[config.mk]
export PLATFORM = sky130hd
export DESIGN_NAME = counter_read_latch
export DESIGN_NICKNAME = d
export VERILOG_FILES = /design/src/rtl/counter_read_latch.sv
export SDC_FILE = /design/constraint.sdc
export NUM_CORES = 1
export LEC_CHECK = 0
export ABC_AREA = 1
export CORE_UTILIZATION = 40
export DETAILED_ROUTE_END_ITERATION = 10
export DONT_BUFFER_PORTS = 1
export MAX_ROUTING_LAYER = met4
export REMOVE_ABC_BUFFERS = 1
export SLEW_MARGIN = 20
export SYNTH_ARGS = -nofsm -noshare
export SYNTH_HDL_FRONTEND = slang
export SYNTH_SLANG_ARGS = --single-unit
export TNS_END_PERCENT = 10
[constraint.sdc]
create_clock -name Clock -period 1.4 [get_ports Clock]
set_input_delay 0.28 -clock Clock [delete_from_list [all_inputs] [get_ports Clock]]
set_output_delay 0.28 -clock Clock [all_outputs]
set_load 0.01 [all_outputs]
[src/rtl/counter_read_latch.sv]
// Read-side latch logic for one counter: count latch, optional status latch, LSB/MSB byte sequencing.
// Define STATUS_LATCH_READ_EN to build the read-back status latch; without it status commands are ignored.
module counter_read_latch (
    input  logic        Clock,
    input  logic        ResetN,
    input  logic [15:0] CountIn,
    input  logic [5:0]  Mode,
    input  logic        OutPin,
    input  logic        NullCount,
    input  logic        CwWrite,
    input  logic        LatchCmd,
    input  logic        StatusLatchCmd,
    input  logic        RdStrobe,
    output logic [7:0]  DataOut,
    output logic        CountLatched,
    output logic        StatusLatched
);

    logic [15:0] ol;
    logic        count_latched;
    logic        byte_ptr;
    logic [1:0]  rw;
    logic [15:0] source;

    assign rw           = Mode[5:4];
    assign source       = count_latched ? ol : CountIn;
    assign CountLatched = count_latched;

`ifdef STATUS_LATCH_READ_EN
    logic [7:0] sl;
    logic       status_latched;

    assign StatusLatched = status_latched;

    always_ff @(posedge Clock or negedge ResetN) begin
        if (!ResetN) begin
            sl             <= 8'h00;
            status_latched <= 1'b0;
        end else if (CwWrite) begin
            status_latched <= 1'b0;
        end else begin
            // A read while status is held consumes the status byte only.
            if (RdStrobe && status_latched) begin
                status_latched <= 1'b0;
            end
            if (StatusLatchCmd && !status_latched) begin
                sl             <= {OutPin, NullCount, Mode};
                status_latched <= 1'b1;
            end
        end
    end
`else
    logic status_latched;
    logic unused_status;

    assign status_latched = 1'b0;
    assign StatusLatched  = 1'b0;
    assign unused_status  = ^{StatusLatchCmd, OutPin, NullCount, Mode[3:0]};
`endif

    always_ff @(posedge Clock or negedge ResetN) begin
        if (!ResetN) begin
            ol            <= 16'h0000;
            count_latched <= 1'b0;
            byte_ptr      <= 1'b0;
        end else if (CwWrite) begin
            count_latched <= 1'b0;
            byte_ptr      <= 1'b0;
        end else begin
            if (RdStrobe && !status_latched) begin
                case (rw)
                    2'b01, 2'b10: begin
                        count_latched <= 1'b0;
                        byte_ptr      <= 1'b0;
                    end
                    2'b11: begin
                        byte_ptr <= ~byte_ptr;
                        if (byte_ptr) begin
                            count_latched <= 1'b0;
                        end
                    end
                    default: ;
                endcase
            end
            // Latch decision uses the pre-edge flag, so it wins over a same-cycle read clear.
            if (LatchCmd && !count_latched) begin
                ol            <= CountIn;
                count_latched <= 1'b1;
            end
        end
    end

    always_comb begin
        DataOut = 8'h00;
`ifdef STATUS_LATCH_READ_EN
        if (status_latched) begin
            DataOut = sl;
        end else begin
`else
        begin
`endif
            case (rw)
                2'b01:   DataOut = source[7:0];
                2'b10:   DataOut = source[15:8];
                2'b11:   DataOut = byte_ptr ? source[15:8] : source[7:0];
                default: DataOut = 8'h00;
            endcase
        end
    end

endmodule

==> results of run 1 <==
## routing by layer
layer  routed length, um  global-route usage, %  part of all wire [%]
met4                  33                  6.803                   1.3
met2                1174                  28.08                    47
met5                   0                      -                     0
met1                1151                  21.70                    46
met3                 144                  2.183                   5.8
## power by group through the flow
| stage | Clock, mW | Combinational [mW] | Sequential, mW |
|---|---|---|---|
| after global placement | 0 | 0.383 | 0.666 |
| after detailed placement | 0 | 0.391 | 0.670 |
| after floorplan | 0 | 0.295 | 0.668 |
| after global routing | 0.293 | 0.470 | 0.676 |
| after CTS | 0.259 | 0.415 | 0.661 |
| final | 0.242 | 0.411 | 0.664 |
## Yosys cell counts
library cell,instances
sky130_fd_sc_hd__nand2_1,89
sky130_fd_sc_hd__inv_1,19
sky130_fd_sc_hd__dfrtp_1,18
sky130_fd_sc_hd__o21ai_2,16
sky130_fd_sc_hd__a21oi_2,8
sky130_fd_sc_hd__buf_6,5
sky130_fd_sc_hd__ha_1,5
sky130_fd_sc_hd__inv_2,3
sky130_fd_sc_hd__nand2_2,2
sky130_fd_sc_hd__a21oi_1,1
sky130_fd_sc_hd__buf_12,1
sky130_fd_sc_hd__buf_2,1
sky130_fd_sc_hd__buf_4,1
sky130_fd_sc_hd__conb_1,1
sky130_fd_sc_hd__inv_8,1
sky130_fd_sc_hd__nand3_1,1
sky130_fd_sc_hd__nand3_4,1
sky130_fd_sc_hd__nand3b_1,1
sky130_fd_sc_hd__nor2_1,1
sky130_fd_sc_hd__o21ai_1,1
## area by class of cell
| class | instances | share of cell area, % |
|---|---|---|
| multi-input cells | 127 | 48.43 |
| inverters | 23 | 6.714 |
| clock buffers | 3 | 1.611 |
| well taps | 44 | 3.939 |
| repair buffers | 10 | 6.983 |
| flip-flops and latches | 18 | 32.32 |
## flip-flops by register name, summed over array words and instances (netlist names)
signal and count:
CountLatched 1, byte_ptr 1, ol 16
## timing repair
item / in CTS / in global routing
hold buffers: 1 / 0
hold endpoints to repair: 18 / 0
resized for setup: 4 / 2
endpoints found under the setup margin: 8 / 8
buffers inserted: 1 / 0
gates cloned: 0 / 0
pin swaps: 5 / 3
## how the worst max path moves through the flow
| stage | from | slack, ns | end | cells past startpoint |
|---|---|---|---|---|
| global placement | CountLatched | 0.03 | DataOut[3] | 5 |
| detailed placement | CountLatched | 0.04 | DataOut[3] | 5 |
| finish | CountLatched | -0.19 | DataOut[4] | 5 |
| floorplan | CountLatched | -0.02 | ol[0] | 4 |
| CTS | CountLatched | -0.19 | DataOut[7] | 5 |
| global route | CountLatched | -0.30 | DataOut[0] | 5 |
## worst max-delay path: stages, from the launching register on
cell and delay [ns]:
sky130_fd_sc_hd__dfrtp_2 0.49, sky130_fd_sc_hd__buf_4 0.16, sky130_fd_sc_hd__nand2_1 0.04, sky130_fd_sc_hd__nand2_1 0.06, sky130_fd_sc_hd__nand2_1 0.06, sky130_fd_sc_hd__a21oi_2 0.22
## per-stage QoR
step | std cells | util (%) | setup WS [ns] | hold WS (ns) | cell area (sq um)
2_1_floorplan | 168 | - | -0.01636 | -0.01559 | 1211
3_3_place_gp | 220 | 43.50 | 0.03104 | -0.01514 | 1339
3_5_place_dp | 220 | 43.50 | 0.03554 | -0.01508 | 1339
4_1_cts | 225 | 45.20 | -0.1925 | 0.1125 | 1391
5_1_grt | 225 | 45.41 | -0.2976 | 0.1037 | 1398
6_report | 225 | 45.41 | -0.1873 | 0.1255 | 1398
## logic make-up (layout without fill, tap and decap cells)
logic type	Yosys count	in the layout
adder cells (fa/ha/maj)	5	5
other	1	1
buffers and inverters	31	36
flip-flops	18	18
AND/OR/NAND/NOR	95	95
AO/OA/AOI/OAI	26	26
==> impl_summary.log, run 1 <==
[metrics] sequential cell fraction of total power: 50.4%
[metrics] overflow left after global routing: 0
[metrics] TritonCTS clock tree: done
[metrics] DR WL/cell: between 10 and 15 um
[metrics] Post-Synthesis Cell Area: 1300 sq um
[metrics] portion of synthesized cell area occupied by the leading cell type: about a third
[metrics] via count of the first global-routing pass: 1027
[metrics] GP Congestion: ~0.76
[metrics] IO Count: 40
[metrics] static power due to leakage: around 0.76 nW
[metrics] post-synthesis sequential area ratio: about 35%
[metrics] main combinational cell family by area after synthesis: simple AND/OR/NAND/NOR gates
[metrics] portion of total power attributed to the clock network: approximately 18%
[metrics] transition time at the pin with the least slew margin: between 0.8 and 0.9 ns
[metrics] maximum number of pins on one net before global-route repair: 34
[metrics] area taken by multi-input logic gates: slightly below 700 sq um
[metrics] simple-gate portion of the synthesized area: approximately 29%
[metrics] Final WS setup: -0.1873 ns
[metrics] total number of vias: just over 1000
[metrics] Core Area: slightly above 3000 sq um
[metrics] number of failing setup endpoints in the final timing report: 8
[metrics] final routed wirelength across all metal layers: 2503 um
[metrics] NetSw: about 0.44 mW
[metrics] share of synthesized area spent on multiplexers: 0%
[metrics] worst skew pair latency: around 0.28 ns
[metrics] vias per cell: 4.560
[metrics] residual DRC count: 0
[metrics] Max Slew Vio Count: 0
[metrics] starting density of the core: 42.24%
[metrics] number of distinct library cells after synthesis: 20
[metrics] run status: complete, but fails checks
[metrics] leading cell type in the layout, fill and taps excluded: sky130_fd_sc_hd__nand2_1
[metrics] fill count: ~320
[metrics] setup repair after global routing missed its margin: true
[metrics] combinational share of power: between 30% and 40%
[metrics] reported max-cap violation count: 0
[metrics] CTS max path bufs: 2
[metrics] number of cells on the worst hold path: 2
[metrics] leading post-synthesis cells by cell area: sky130_fd_sc_hd__dfrtp_1 (35%), sky130_fd_sc_hd__nand2_1 (26%), sky130_fd_sc_hd__o21ai_2 (11%)
[metrics] classification of the worst-slack hold path: in2reg
[metrics] Synth warnings: 0
[metrics] required time at the worst-slack endpoint: between 1 and 1.5 ns
[metrics] largest area contributor in the synthesized netlist: sky130_fd_sc_hd__dfrtp_1
[metrics] die width: slightly below 60 um
[metrics] Global Route Usage Sum: 17.20%
[metrics] Synth Register Bits: 18
[metrics] H-tree Lvls: 1
[metrics] failing checks: setup timing
[metrics] R2R cell count: 6
[metrics] count of antenna diodes in the layout: 0
[metrics] total clock buffers created by CTS: 3
[metrics] Max Clk Rate: between 0.6 and 0.7 GHz
[metrics] number of hold violations in the final report: 0
[metrics] Worst Setup Path Type: reg2out
[metrics] global-route wire length before repair: about 4400 um
[metrics] Synth-to-Final Area Change: 7.507%
[metrics] Worst Hold Launch: CountIn[11]
[metrics] CP startpoint kind: register
[metrics] final-layout setup total negative slack: -1.367 ns
[metrics] most frequent cells in the layout: sky130_fd_sc_hd__nand2_1 (87), sky130_fd_sc_hd__inv_1 (19), sky130_fd_sc_hd__dfrtp_1 (17)
[metrics] number of buffers inserted by port buffering: 0
[metrics] post-synthesis share of cell area spent on xor and xnor gates: 0%
[metrics] worst supply voltage drop on vdd: 0.4601 mV
[metrics] fraction of the mapped netlist area in compound gates: between 15 and 20%
[metrics] violation count after the first detailed-routing iteration: 41
[metrics] vertical die dimension: 59.01 um
[metrics] Routed Antenna Nets: 0
[metrics] clock sink count: 18
[metrics] DIE AREA: 3482 sq um
[metrics] capturing point of the worst reg2reg path: ol[6]
[metrics] synthesized-area fraction occupied by adder cells: slightly below 5%
[metrics] Max Fanout on Critical Path: 5
[metrics] R2R Setup Slk: approximately 0.14 ns
[metrics] capturing element type of the critical path: output port
[metrics] Arr. time, crit path: between 1 and 1.5 ns
[metrics] period utilisation layout: 113.4%
[metrics] share of cells above drive strength 1: around 25%
[metrics] post-CTS clock slew at the launch and capture registers of the worst setup and hold paths: roughly 0.09 ns
[metrics] count of standard-cell rows: 20
[metrics] DR pass1 iterations: 4
[metrics] minimum clock period after layout: 1.587 ns
[metrics] power per unit of standard cell area: 941.7 nW/um^2
[metrics] synthesized instance count: roughly 180
[metrics] worst min-delay path endpoint: ol[11]
[metrics] Worst R2R Start: CountLatched
[metrics] DP HPWL: ~1900 um
[metrics] master cell of the clock root buffer: sky130_fd_sc_hd__clkbuf_4
[metrics] total power: ~1.3 mW
[metrics] number of antenna violations at the first check in global routing: 0
[metrics] storage element area: 451.7 sq um
[metrics] Avg Inst Size Synth: 7.386 sq um
[metrics] switching portion of total power: 33.36%
[metrics] Clock Skews: around 0.0020 ns
[metrics] Relative slew margins: a little under half
[metrics] number of nets at the end of the flow: 218
[metrics] internal power contribution: a little under 0.9 mW
Note: power is estimated with default switching activity, not from simulation.
==> run 2: changes to the inputs <==
- SKIP_CTS_REPAIR_TIMING: default -> 1
==> impl_summary.log, run 2 (synthesis results as in run 1) <==
[metrics] run status: complete, but fails checks
[metrics] failing checks: setup timing
[metrics] DIE AREA: about 3500 sq um
[metrics] transition time at the pin with the least slew margin: 0.8141 ns
[metrics] Worst R2R Start: CountLatched
[metrics] combinational share of power: between 30% and 40%
[metrics] crit path cell chain: inv_8 -> nand2_1 -> nand2_1 -> nand2_1 -> a21oi_2
[metrics] count of standard-cell rows: 20
[metrics] area taken by multi-input logic gates: roughly 670 sq um
[metrics] total power: about 1.3 mW
[metrics] die width: between 50 and 60 um
[metrics] DR WL/cell: ~11 um
[metrics] Global Route Usage Sum: between 10% and 20%
[metrics] number of nets at the end of the flow: about 220
[metrics] number of buffer and inverter instances along the worst setup path: 1
[metrics] Relative slew margins: about 46%
[metrics] capturing element type of the critical path: output port
[metrics] minimum hold slack: 0.1253 ns
[metrics] worst setup path start: CountLatched
[metrics] period utilisation layout: 113.0%
[metrics] CP startpoint kind: register
[metrics] DR pass1 iterations: 4
[metrics] minimum clock period after layout: roughly 1.6 ns
[metrics] master cell of the clock root buffer: sky130_fd_sc_hd__clkbuf_4
[metrics] Worst Setup Path Type: reg2out
[metrics] Core Area: ~3100 sq um
[metrics] total clock buffers created by CTS: 3
[metrics] Synth-to-Final Area Change: 7.315%
[metrics] largest stage delay on the critical path: between 0.4 and 0.5 ns
[metrics] Arr. time, crit path: about 1.3 ns
[metrics] final design utilization: around 45%
[metrics] TritonCTS clock tree: done
[metrics] Final WS setup: -0.1822 ns
[metrics] setup repair after global routing missed its margin: true
[metrics] H-tree Lvls: 1
[metrics] Worst Hold Launch: CountIn[11]
[metrics] starting density of the core: 42.24%
[metrics] Clock Skews: 0.0003379 ns
[metrics] count of antenna diodes in the layout: 0
[metrics] number of hold violations in the final report: 0
[metrics] number of antenna violations at the first check in global routing: 0
[metrics] vias per cell: between 4 and 5
[metrics] max FFs per register: 16
[metrics] Worst path most repeated cell: sky130_fd_sc_hd__nand2_1
[metrics] switching portion of total power: between 30% and 40%
[metrics] leading cell type in the layout, fill and taps excluded: sky130_fd_sc_hd__nand2_1
[metrics] number of buffers inserted by port buffering: 0
[metrics] Max Slew Vio Count: 0
[metrics] fill count: 320
[metrics] classification of the worst-slack hold path: in2reg
[metrics] slowest cell on the critical path: sky130_fd_sc_hd__dfrtp_2
[metrics] worst supply voltage drop on vdd: between 0.4 and 0.5 mV
[metrics] storage element area: between 400 and 500 sq um
[metrics] internal power contribution: 0.8767 mW
[metrics] family of cells with the greatest summed delay on the critical path: flip-flops
[metrics] residual DRC count: 0
[metrics] post-CTS clock slew at the launch and capture registers of the worst setup and hold paths: 0.09 ns
[metrics] share of cells above drive strength 1: around 26%
[metrics] NetSw: approximately 0.44 mW
[metrics] final routed wirelength across all metal layers: ~2600 um
[metrics] static power due to leakage: between 0.7 and 0.8 nW
[metrics] GP Congestion: 0.7632
[metrics] violation count after the first detailed-routing iteration: 40
[metrics] DP HPWL: 1863 um
[metrics] sequential cell fraction of total power: approximately 50%
[metrics] required time at the worst-slack endpoint: 1.12 ns
[metrics] overflow left after global routing: 0
[metrics] CTS max path bufs: 2
[metrics] clock sink count: 18
[metrics] via count of the first global-routing pass: 1017
[metrics] IO Count: 40
[metrics] maximum number of pins on one net before global-route repair: 34
[metrics] register bank with the most flops: ol
[metrics] final-layout setup total negative slack: -1.307 ns
[metrics] most frequent cells in the layout: sky130_fd_sc_hd__nand2_1 (86), sky130_fd_sc_hd__inv_1 (19), sky130_fd_sc_hd__dfrtp_1 (17)
[metrics] worst skew pair latency: about 0.28 ns
[metrics] global-route wire length before repair: between 4000 and 5000 um
[metrics] total number of vias: roughly 1000
[metrics] Max Clk Rate: roughly 0.63 GHz
[metrics] portion of total power attributed to the clock network: 18.5%
[metrics] reported max-cap violation count: 0
[metrics] power per unit of standard cell area: approximately 950 nW/um^2
[metrics] vertical die dimension: 59.01 um
[metrics] number of failing setup endpoints in the final timing report: 8
[metrics] Max Fanout on Critical Path: 17
[metrics] Routed Antenna Nets: 0
-- run 2: routing by layer --
| layer | wire, um | global-route usage (%) | vias to the layer above |
|---|---|---|---|
| met5 | 0 | - | - |
| met2 | 1215 | 28.08 | 24 |
| met3 | 111 | 2.183 | 4 |
| li1 | - | - | 542 |
| met4 | 33 | 6.803 | 0 |
| met1 | 1209 | 21.56 | 466 |
-- run 2: worst paths after layout --
| check | to | slack, ns | depth (start not counted) |
|---|---|---|---|
| max | DataOut[2] | -0.18 | 5 |
| min | ol[11] | 0.13 | 2 |
| max reg2reg | ol[10] | 0.15 | 6 |
| min reg2reg | ol[1] | 0.49 | 2 |
| max in group asynchronous | CountLatched | 0.32 | 1 |
| min in group asynchronous | ol[13] | 0.53 | 1 |
-- run 2: final cells by class --
type                            count  area share [%]
Multi-Input combinational cell    127           48.34
Sequential cell                    18           32.38
Timing Repair Buffer               10           6.996
Inverter                           23           6.726
Tap cell                           44           3.946
Clock buffer                        3           1.614
-- run 2: stage by stage --
stage / std cells / instance area, sq um / worst slack [ns]
CTS: 223 / 1361 / -0.2971
finish: 225 / 1395 / -0.1822
detailed placement: 220 / 1339 / 0.03554
global placement: 220 / 1339 / 0.03104
floorplan: 168 / 1211 / -0.01636
global route: 225 / 1395 / -0.2860
-- run 2: worst register-to-register path, stage by stage (launching register included) --
cell and delay (ns):
sky130_fd_sc_hd__dfrtp_2 0.49, sky130_fd_sc_hd__inv_8 0.14, sky130_fd_sc_hd__buf_4 0.13, sky130_fd_sc_hd__nand3_4 0.06, sky130_fd_sc_hd__buf_12 0.18, sky130_fd_sc_hd__nand2_1 0.10, sky130_fd_sc_hd__o21ai_2 0.06
-- run 2: power by group through the flow --
stage	clock network [mW]	logic, mW	registers (mW)
4_1_cts	0.259	0.393	0.660
5_1_grt	0.293	0.471	0.676
6_report	0.244	0.411	0.665
3_3_place_gp	0	0.383	0.666
3_5_place_dp	0	0.391	0.670
2_1_floorplan	0	0.295	0.668
